===== config.mk =====
export PLATFORM = sky130hd
export DESIGN_NAME = card_ram_arbiter_flat
export DESIGN_NICKNAME = d
export VERILOG_FILES = /design/src/rtl/card_ram_arbiter_if.sv /design/src/rtl/card_ram_arbiter.sv /design/src/flat_wrapper.sv
export SDC_FILE = /design/constraint.sdc
export NUM_CORES = 1
export LEC_CHECK = 0
export CAP_MARGIN = 10
export CORE_MARGIN = 2
export CORE_UTILIZATION = 35
export CTS_CLUSTER_DIAMETER = 200
export DETAILED_ROUTE_END_ITERATION = 7
export MAX_ROUTING_LAYER = met4
export PLACE_DENSITY = 0.73
export SLEW_MARGIN = 20
export SYNTH_ARGS = -nofsm -noshare
export SYNTH_HDL_FRONTEND = slang
export SYNTH_SLANG_ARGS = --single-unit
export TNS_END_PERCENT = 50

===== constraint.sdc =====
create_clock -name clock -period 7.6 [get_ports clock]
set_clock_uncertainty 0.15 [all_clocks]
set_input_delay 2.28 -clock clock [delete_from_list [all_inputs] [get_ports clock]]
set_output_delay 2.28 -clock clock [all_outputs]
set_load 0.02 [all_outputs]

===== src/rtl/card_ram_arbiter_if.sv =====
// Bus bundle between the War-game helper units (deal/store/draw), the card-RAM
// arbiter and the RAM controller. The slave modport is the arbiter's view.
// The master modport is the combined view of the requesters and the RAM controller.
interface card_ram_arbiter_if #(
    parameter int N_REQ  = 3,
    parameter int OP_W   = 3,
    parameter int ARG_W  = 10,
    parameter int DATA_W = 16
);
    // Requester side
    logic [N_REQ-1:0]       req;
    logic [N_REQ*OP_W-1:0]  req_op;
    logic [N_REQ*ARG_W-1:0] req_arg;
    logic [N_REQ-1:0]       gnt;
    logic [N_REQ-1:0]       done;
    logic [DATA_W-1:0]      rsp_data;
    logic                   rsp_err;

    // RAM controller side
    logic                   ram_load_op;
    logic [OP_W-1:0]        ram_op;
    logic                   ram_load_arg;
    logic [ARG_W-1:0]       ram_arg;
    logic                   ram_enable;
    logic                   ram_finished;
    logic [DATA_W-1:0]      ram_out;

    modport slave (
        input  req, req_op, req_arg, ram_finished, ram_out,
        output gnt, done, rsp_data, rsp_err,
               ram_load_op, ram_op, ram_load_arg, ram_arg, ram_enable
    );

    modport master (
        output req, req_op, req_arg, ram_finished, ram_out,
        input  gnt, done, rsp_data, rsp_err,
               ram_load_op, ram_op, ram_load_arg, ram_arg, ram_enable
    );
endinterface


===== src/rtl/card_ram_arbiter.sv =====
// Round-robin arbiter sharing the single card-RAM controller between the deal,
// store and draw units. It picks one requester, then sequences the RAM command
// (load op, load arg, run) and returns the result with a one-cycle done pulse.
// A run that never finishes is aborted after TIMEOUT cycles and flagged as an error.
module card_ram_arbiter #(
    parameter int N_REQ   = 3,
    parameter int OP_W    = 3,
    parameter int ARG_W   = 10,
    parameter int DATA_W  = 16,
    parameter int TIMEOUT = 255
) (
    input  logic clock,
    input  logic reset,
    card_ram_arbiter_if.slave bus
);
    localparam int IDX_W = (N_REQ > 1) ? $clog2(N_REQ) : 1;

    localparam logic [IDX_W:0]   NREQ_L    = (IDX_W+1)'(N_REQ);
    localparam logic [IDX_W-1:0] LAST_IDX  = IDX_W'(N_REQ - 1);
    localparam logic [7:0]       TIMEOUT_L = 8'(TIMEOUT);

    localparam logic [2:0] S_IDLE     = 3'd0;
    localparam logic [2:0] S_GRANT    = 3'd1;
    localparam logic [2:0] S_LOAD_OP  = 3'd2;
    localparam logic [2:0] S_LOAD_ARG = 3'd3;
    localparam logic [2:0] S_RUN      = 3'd4;
    localparam logic [2:0] S_DONE     = 3'd5;

    logic [2:0]        state_reg, state_next;
    logic [IDX_W-1:0]  winner_reg;
    logic [IDX_W-1:0]  rr_reg;
    logic [OP_W-1:0]   op_reg;
    logic [ARG_W-1:0]  arg_reg;
    logic [7:0]        cnt_reg;
    logic [DATA_W-1:0] rsp_data_reg;
    logic              rsp_err_reg;

    // Per-requester views of the packed op/arg buses
    logic [OP_W-1:0]   op_arr  [N_REQ];
    logic [ARG_W-1:0]  arg_arr [N_REQ];

    // Round-robin search: rotate the request vector so the rr pointer sits at bit 0
    logic [2*N_REQ-1:0] req_dbl;
    logic [N_REQ-1:0]   req_rot;
    logic [IDX_W-1:0]   pick_off;
    logic [IDX_W:0]     pick_sum;
    logic [IDX_W:0]     pick_wrap;
    logic [IDX_W-1:0]   pick_idx;
    logic               pick_valid;

    logic gnt_active;
    logic run_finish;
    logic run_timeout;

    genvar gi;
    generate
        for (gi = 0; gi < N_REQ; gi++) begin : g_req
            assign op_arr[gi]   = bus.req_op[gi*OP_W +: OP_W];
            assign arg_arr[gi]  = bus.req_arg[gi*ARG_W +: ARG_W];
            assign bus.gnt[gi]  = gnt_active && (winner_reg == IDX_W'(gi));
            assign bus.done[gi] = (state_reg == S_DONE) && (winner_reg == IDX_W'(gi));
        end
    endgenerate

    assign req_dbl = {bus.req, bus.req};
    assign req_rot = req_dbl[rr_reg +: N_REQ];

    // Lowest set bit of the rotated vector, mapped back to a requester index
    always_comb begin
        pick_valid = |req_rot;
        pick_off   = '0;
        for (int k = N_REQ - 1; k >= 0; k--) begin
            if (req_rot[k]) begin
                pick_off = IDX_W'(k);
            end
        end
        pick_sum  = {1'b0, rr_reg} + {1'b0, pick_off};
        pick_wrap = pick_sum - NREQ_L;
        pick_idx  = (pick_sum >= NREQ_L) ? pick_wrap[IDX_W-1:0] : pick_sum[IDX_W-1:0];
    end

    // A finish pulse beats a timeout landing on the same cycle
    assign run_finish  = (state_reg == S_RUN) && bus.ram_finished;
    assign run_timeout = (state_reg == S_RUN) && !bus.ram_finished && (cnt_reg == TIMEOUT_L);

    // Next-state logic for the command sequencer
    always_comb begin
        state_next = state_reg;
        case (state_reg)
            S_IDLE:     if (pick_valid) state_next = S_GRANT;
            S_GRANT:    state_next = S_LOAD_OP;
            S_LOAD_OP:  state_next = S_LOAD_ARG;
            S_LOAD_ARG: state_next = S_RUN;
            S_RUN:      if (run_finish || run_timeout) state_next = S_DONE;
            S_DONE:     state_next = S_IDLE;
            default:    state_next = S_IDLE;
        endcase
    end

    // State, latched request, run counter, response and round-robin pointer
    always_ff @(posedge clock or posedge reset) begin
        if (reset) begin
            state_reg    <= S_IDLE;
            winner_reg   <= '0;
            rr_reg       <= '0;
            op_reg       <= '0;
            arg_reg      <= '0;
            cnt_reg      <= '0;
            rsp_data_reg <= '0;
            rsp_err_reg  <= 1'b0;
        end else begin
            state_reg <= state_next;
            case (state_reg)
                S_IDLE: begin
                    if (pick_valid) begin
                        winner_reg <= pick_idx;
                        op_reg     <= op_arr[pick_idx];
                        arg_reg    <= arg_arr[pick_idx];
                    end
                end
                S_LOAD_ARG: begin
                    // Counter reads 1 in the first RUN cycle, so it equals the RUN cycle number
                    cnt_reg <= 8'd1;
                end
                S_RUN: begin
                    cnt_reg <= cnt_reg + 8'd1;
                    if (run_finish) begin
                        rsp_data_reg <= bus.ram_out;
                        rsp_err_reg  <= 1'b0;
                    end else if (run_timeout) begin
                        rsp_data_reg <= '0;
                        rsp_err_reg  <= 1'b1;
                    end
                end
                S_DONE: begin
                    rr_reg <= (winner_reg == LAST_IDX) ? '0 : winner_reg + 1'b1;
                end
                default: ;
            endcase
        end
    end

    assign gnt_active       = (state_reg != S_IDLE);
    assign bus.ram_load_op  = (state_reg == S_LOAD_OP);
    assign bus.ram_load_arg = (state_reg == S_LOAD_ARG);
    assign bus.ram_enable   = (state_reg == S_RUN);
    assign bus.ram_op       = ((state_reg == S_LOAD_OP) || (state_reg == S_LOAD_ARG) ||
                               (state_reg == S_RUN)) ? op_reg : '0;
    assign bus.ram_arg      = ((state_reg == S_LOAD_ARG) || (state_reg == S_RUN)) ? arg_reg : '0;
    assign bus.rsp_data     = rsp_data_reg;
    assign bus.rsp_err      = rsp_err_reg && (state_reg == S_DONE);
endmodule


===== src/flat_wrapper.sv =====
// flat-port wrapper written by rule: the top's interface ports become plain ports
module card_ram_arbiter_flat 
#(
    parameter int N_REQ   = 3,
    parameter int OP_W    = 3,
    parameter int ARG_W   = 10,
    parameter int DATA_W  = 16,
    parameter int TIMEOUT = 255
)
  (clock, reset, bus_req, bus_req_op, bus_req_arg, bus_ram_finished, bus_ram_out, bus_gnt, bus_done, bus_rsp_data, bus_rsp_err, bus_ram_load_op, bus_ram_op, bus_ram_load_arg, bus_ram_arg, bus_ram_enable);
  card_ram_arbiter_if #(.N_REQ(N_REQ), .OP_W(OP_W), .ARG_W(ARG_W), .DATA_W(DATA_W)) bus_i ();
  input  logic clock;
  input  logic reset;
  input wire logic [$bits(bus_i.req)-1:0] bus_req;
  input wire logic [$bits(bus_i.req_op)-1:0] bus_req_op;
  input wire logic [$bits(bus_i.req_arg)-1:0] bus_req_arg;
  input wire logic [$bits(bus_i.ram_finished)-1:0] bus_ram_finished;
  input wire logic [$bits(bus_i.ram_out)-1:0] bus_ram_out;
  output wire logic [$bits(bus_i.gnt)-1:0] bus_gnt;
  output wire logic [$bits(bus_i.done)-1:0] bus_done;
  output wire logic [$bits(bus_i.rsp_data)-1:0] bus_rsp_data;
  output wire logic [$bits(bus_i.rsp_err)-1:0] bus_rsp_err;
  output wire logic [$bits(bus_i.ram_load_op)-1:0] bus_ram_load_op;
  output wire logic [$bits(bus_i.ram_op)-1:0] bus_ram_op;
  output wire logic [$bits(bus_i.ram_load_arg)-1:0] bus_ram_load_arg;
  output wire logic [$bits(bus_i.ram_arg)-1:0] bus_ram_arg;
  output wire logic [$bits(bus_i.ram_enable)-1:0] bus_ram_enable;
  assign bus_i.req = bus_req;
  assign bus_i.req_op = bus_req_op;
  assign bus_i.req_arg = bus_req_arg;
  assign bus_i.ram_finished = bus_ram_finished;
  assign bus_i.ram_out = bus_ram_out;
  assign bus_gnt = bus_i.gnt;
  assign bus_done = bus_i.done;
  assign bus_rsp_data = bus_i.rsp_data;
  assign bus_rsp_err = bus_i.rsp_err;
  assign bus_ram_load_op = bus_i.ram_load_op;
  assign bus_ram_op = bus_i.ram_op;
  assign bus_ram_load_arg = bus_i.ram_load_arg;
  assign bus_ram_arg = bus_i.ram_arg;
  assign bus_ram_enable = bus_i.ram_enable;
  card_ram_arbiter #(.N_REQ(N_REQ), .OP_W(OP_W), .ARG_W(ARG_W), .DATA_W(DATA_W), .TIMEOUT(TIMEOUT)) u_core (.clock(clock), .reset(reset), .bus(bus_i));
endmodule

==> impl_results.md <==
* Main synth FF type: dfrtp_1
* Clk Latency, worst-skew pair at 0.30 ns
* First-pass GRT wire length at 9.901 mm
* Worst R2R Setup Slack at 4.11 ns
* Critical path type: in2reg
* Power per cell area at 403.1 nW/µm²
* Max IR drop VDD at 0.1393 mV
* Unique masters post-synth at 45
* Mapped cell area at 2394 µm²
* Startpoint types: input port
* H-tree depth at 2
* Std-Cell Core Area at 6719 µm²
* CP endpoint kind: flip-flop
* Routed WL at 5.808 mm
* Largest net degree at the start of global routing at 46
* Final Hold Viols at 0
* Worst reg2reg path depth at 10
* Worst r2r dst: u_core.arg_reg[8]
* Critical path data arrival time at 5.48 ns
* Via/cell ratio at approximately 5.1
* Clock Tree Buf Depth at 2
* Setup bufs post-CTS at 0
* Clock root cell: clkbuf_8
* Outcome: completed
* Global route overflow at 0
* Yosys Warn Count at 0
* Worst-path clk slew at 0.08 ns
* WHS Path Cells at 2
* Max Cap Violations at 0
* Clock sink count at between 40 and 50
* Setup TNS at 0 ns
* Initial antenna violation count at 0
* Die H at 86.70 µm
* #FFs+latches synth at 45
* Die ar. at 7516 µm²
* Post-synth EDFFs at 0
* Data required, critical path at 7.59 ns
* Post-synthesis sequential area ratio at 0.4705
* CTS tree: done
* Antenna diodes at 0
* Post-CTS resize count at 0
* Total GRT Usage at 0.1714
* Layout cells sized above 1 at 0.05810
* DRT Pass-1 Iters at 4
* I/O Buffers at 99
* Gate count after technology mapping at 231
* Vias in the first global route at 2113
* Reg-to-Reg Start: u_core.rr_reg[0]
* Post-Layout Cell Count at slightly above 400
* RSZ-0062 raised after global routing: no
* DRC at 0
* Post-DP HPWL at 4.275 mm
* Syn Area/Cell at 10.36 µm²
* Ys async rst share at 1.000
* Most common cell after layout, fill and taps aside: clkdlybuf4s50_1
* CP Max Fanout at 12
* Routability cong. at 0.8485
* Hold path startpoint: u_core.arg_reg[6]
* Hold Buf Count CTS at 0
* Most frequent cells in the layout: clkdlybuf4s50_1 (99), dfrtp_1 (45), nand2_1 (21)
* Inserted Clock Buffers at 5
* Minimum clock period at 5.492 ns
* Final setup violating endpoints at 0
* Hold Path End: u_core.arg_reg[6]
* Relative slew slack at 0.3827
* LEAKAGE at approximately 1.6 nW
* Largest register FFs at 16
* Worst Tran Pin Value at 0.9246 ns
* Initial drt markers at 90
* Min-delay worst type: reg2reg
* Final ANT Viol Nets at 0
* I/O Pins at 100
* NumNets Final at between 300 and 400
* Fmax at 182.1 MHz
* Via count at 2059
* Fillers at roughly 610
* Initial Util at 0.3562
* P&R area growth vs syn at 46.73%
* Slew Limit Fails at 0
* Number of core rows at 30
* Die Span X at 86.70 µm
* Final worst-path cycle share at 0.7226
* Syn Nets at a little under 300
* Placed Instances at 399
* DR WL/cell at ~14 µm
==> per-stage QoR <==
| step | power (W) | setup slack (ns) | area, µm² | hold WS [ns] | utilization |
|---|---|---|---|---|---|
| finish | 0.001416 | 2.108 | 3512 | 0.3354 | 0.5227 |
| global route | 0.001530 | 1.800 | 3512 | 0.3583 | 0.5227 |
| CTS | 0.001431 | 2.119 | 3512 | 0.3386 | 0.5227 |
| detailed placement | 0.001235 | 1.827 | 3392 | 0.3161 | 0.5048 |
| global placement | 0.001219 | 1.891 | 3392 | 0.3114 | 0.5048 |
| floorplan | 0.0009752 | 2.721 | 2394 | 0.2976 | - |
==> worst max path at each step <==
stage / endpoint / slack (ns) / cells past startpoint / start
6_report: u_core.arg_reg[8] / 2.11 / 11 / bus_req[1]
5_1_grt: u_core.arg_reg[6] / 1.80 / 11 / bus_req[1]
4_1_cts: u_core.arg_reg[8] / 2.12 / 11 / bus_req[1]
3_5_place_dp: u_core.op_reg[2] / 1.83 / 11 / bus_req[1]
3_3_place_gp: u_core.arg_reg[7] / 1.89 / 11 / bus_req[1]
2_1_floorplan: u_core.arg_reg[0] / 2.72 / 10 / bus_req[1]
==> worst max-delay path, stage by stage <==
cell             delay, ns
clkdlybuf4s50_1       0.55
nand3b_1              0.15
o21ai_0               0.09
o21a_1                0.18
ha_1                  0.19
fa_1                  0.46
ha_1                  0.24
or3_1                 0.44
a21oi_1               0.26
or2_1                 0.43
o221ai_1              0.22
==> per-layer routing <==
| metal | vias to the layer above | wire, µm | GRT usage |
|---|---|---|---|
| li1 | 1013 | - | - |
| met5 | - | 0 | - |
| met4 | 0 | 80 | 0.05114 |
| met2 | 61 | 2774 | 0.2685 |
| met1 | 975 | 2671 | 0.2209 |
| met3 | 10 | 282 | 0.04190 |
==> cell type report <==
cell class                      instances  area [µm²]  share of cell area
Inverter                               17       65.06             0.01853
Clock buffer                            6       82.58             0.02351
Sequential cell                        45        1126              0.3206
Tap cell                               80       100.1             0.02850
Multi-Input combinational cell        158        1110              0.3160
Timing Repair Buffer                   99       991.0              0.2822
Clock inverter                          2       37.54             0.01069
==> cells by family (layout without fill, tap and decap cells) <==
group                    Yosys count  after routing  synth area share
AND/OR/NAND/NOR                   77             77            0.1746
AO/OA/AOI/OAI                     57             57            0.1814
flip-flops                        45             45            0.4705
buffers and inverters             28            124           0.06585
multiplexers                      19             19           0.07998
adder cells (fa/ha/maj)            4              4           0.02405
XOR/XNOR                           1              1          0.003660
==> report_power, final <==
| group | switching, W | total [W] | internal, W | leakage (nW) |
|---|---|---|---|---|
| Combinational | 0.000412 | 0.000806 | 0.000393 | 0.967 |
| Sequential | 0.0000777 | 0.000421 | 0.000343 | 0.572 |
| Clock | 0.0000820 | 0.000189 | 0.000107 | 0.0574 |
| Total | 0.000572 | 0.00142 | 0.000844 | 1.60 |
==> synthesized netlist by cell type, types with 3 or more instances <==
library cell  count  area (µm²)
nand3_1           3       15.01
buf_6             4       45.04
nand2b_1          4       25.02
mux2i_1          18       180.2
and2_1           12       75.07
and3_1            4       25.02
nor2_1           11       41.29
a22o_1           17       148.9
o21ai_0          13       65.06
inv_1            15       56.30
nor3_1            3       15.01
ha_1              3       37.54
o221ai_1         13       113.9
dfrtp_1          45        1126
nand2_1          21       78.83
nor2b_1           4       25.02
nand4_1           3       18.77
a21oi_1           4       20.02
No activity file was read; power rests on OpenSTA's default activity.
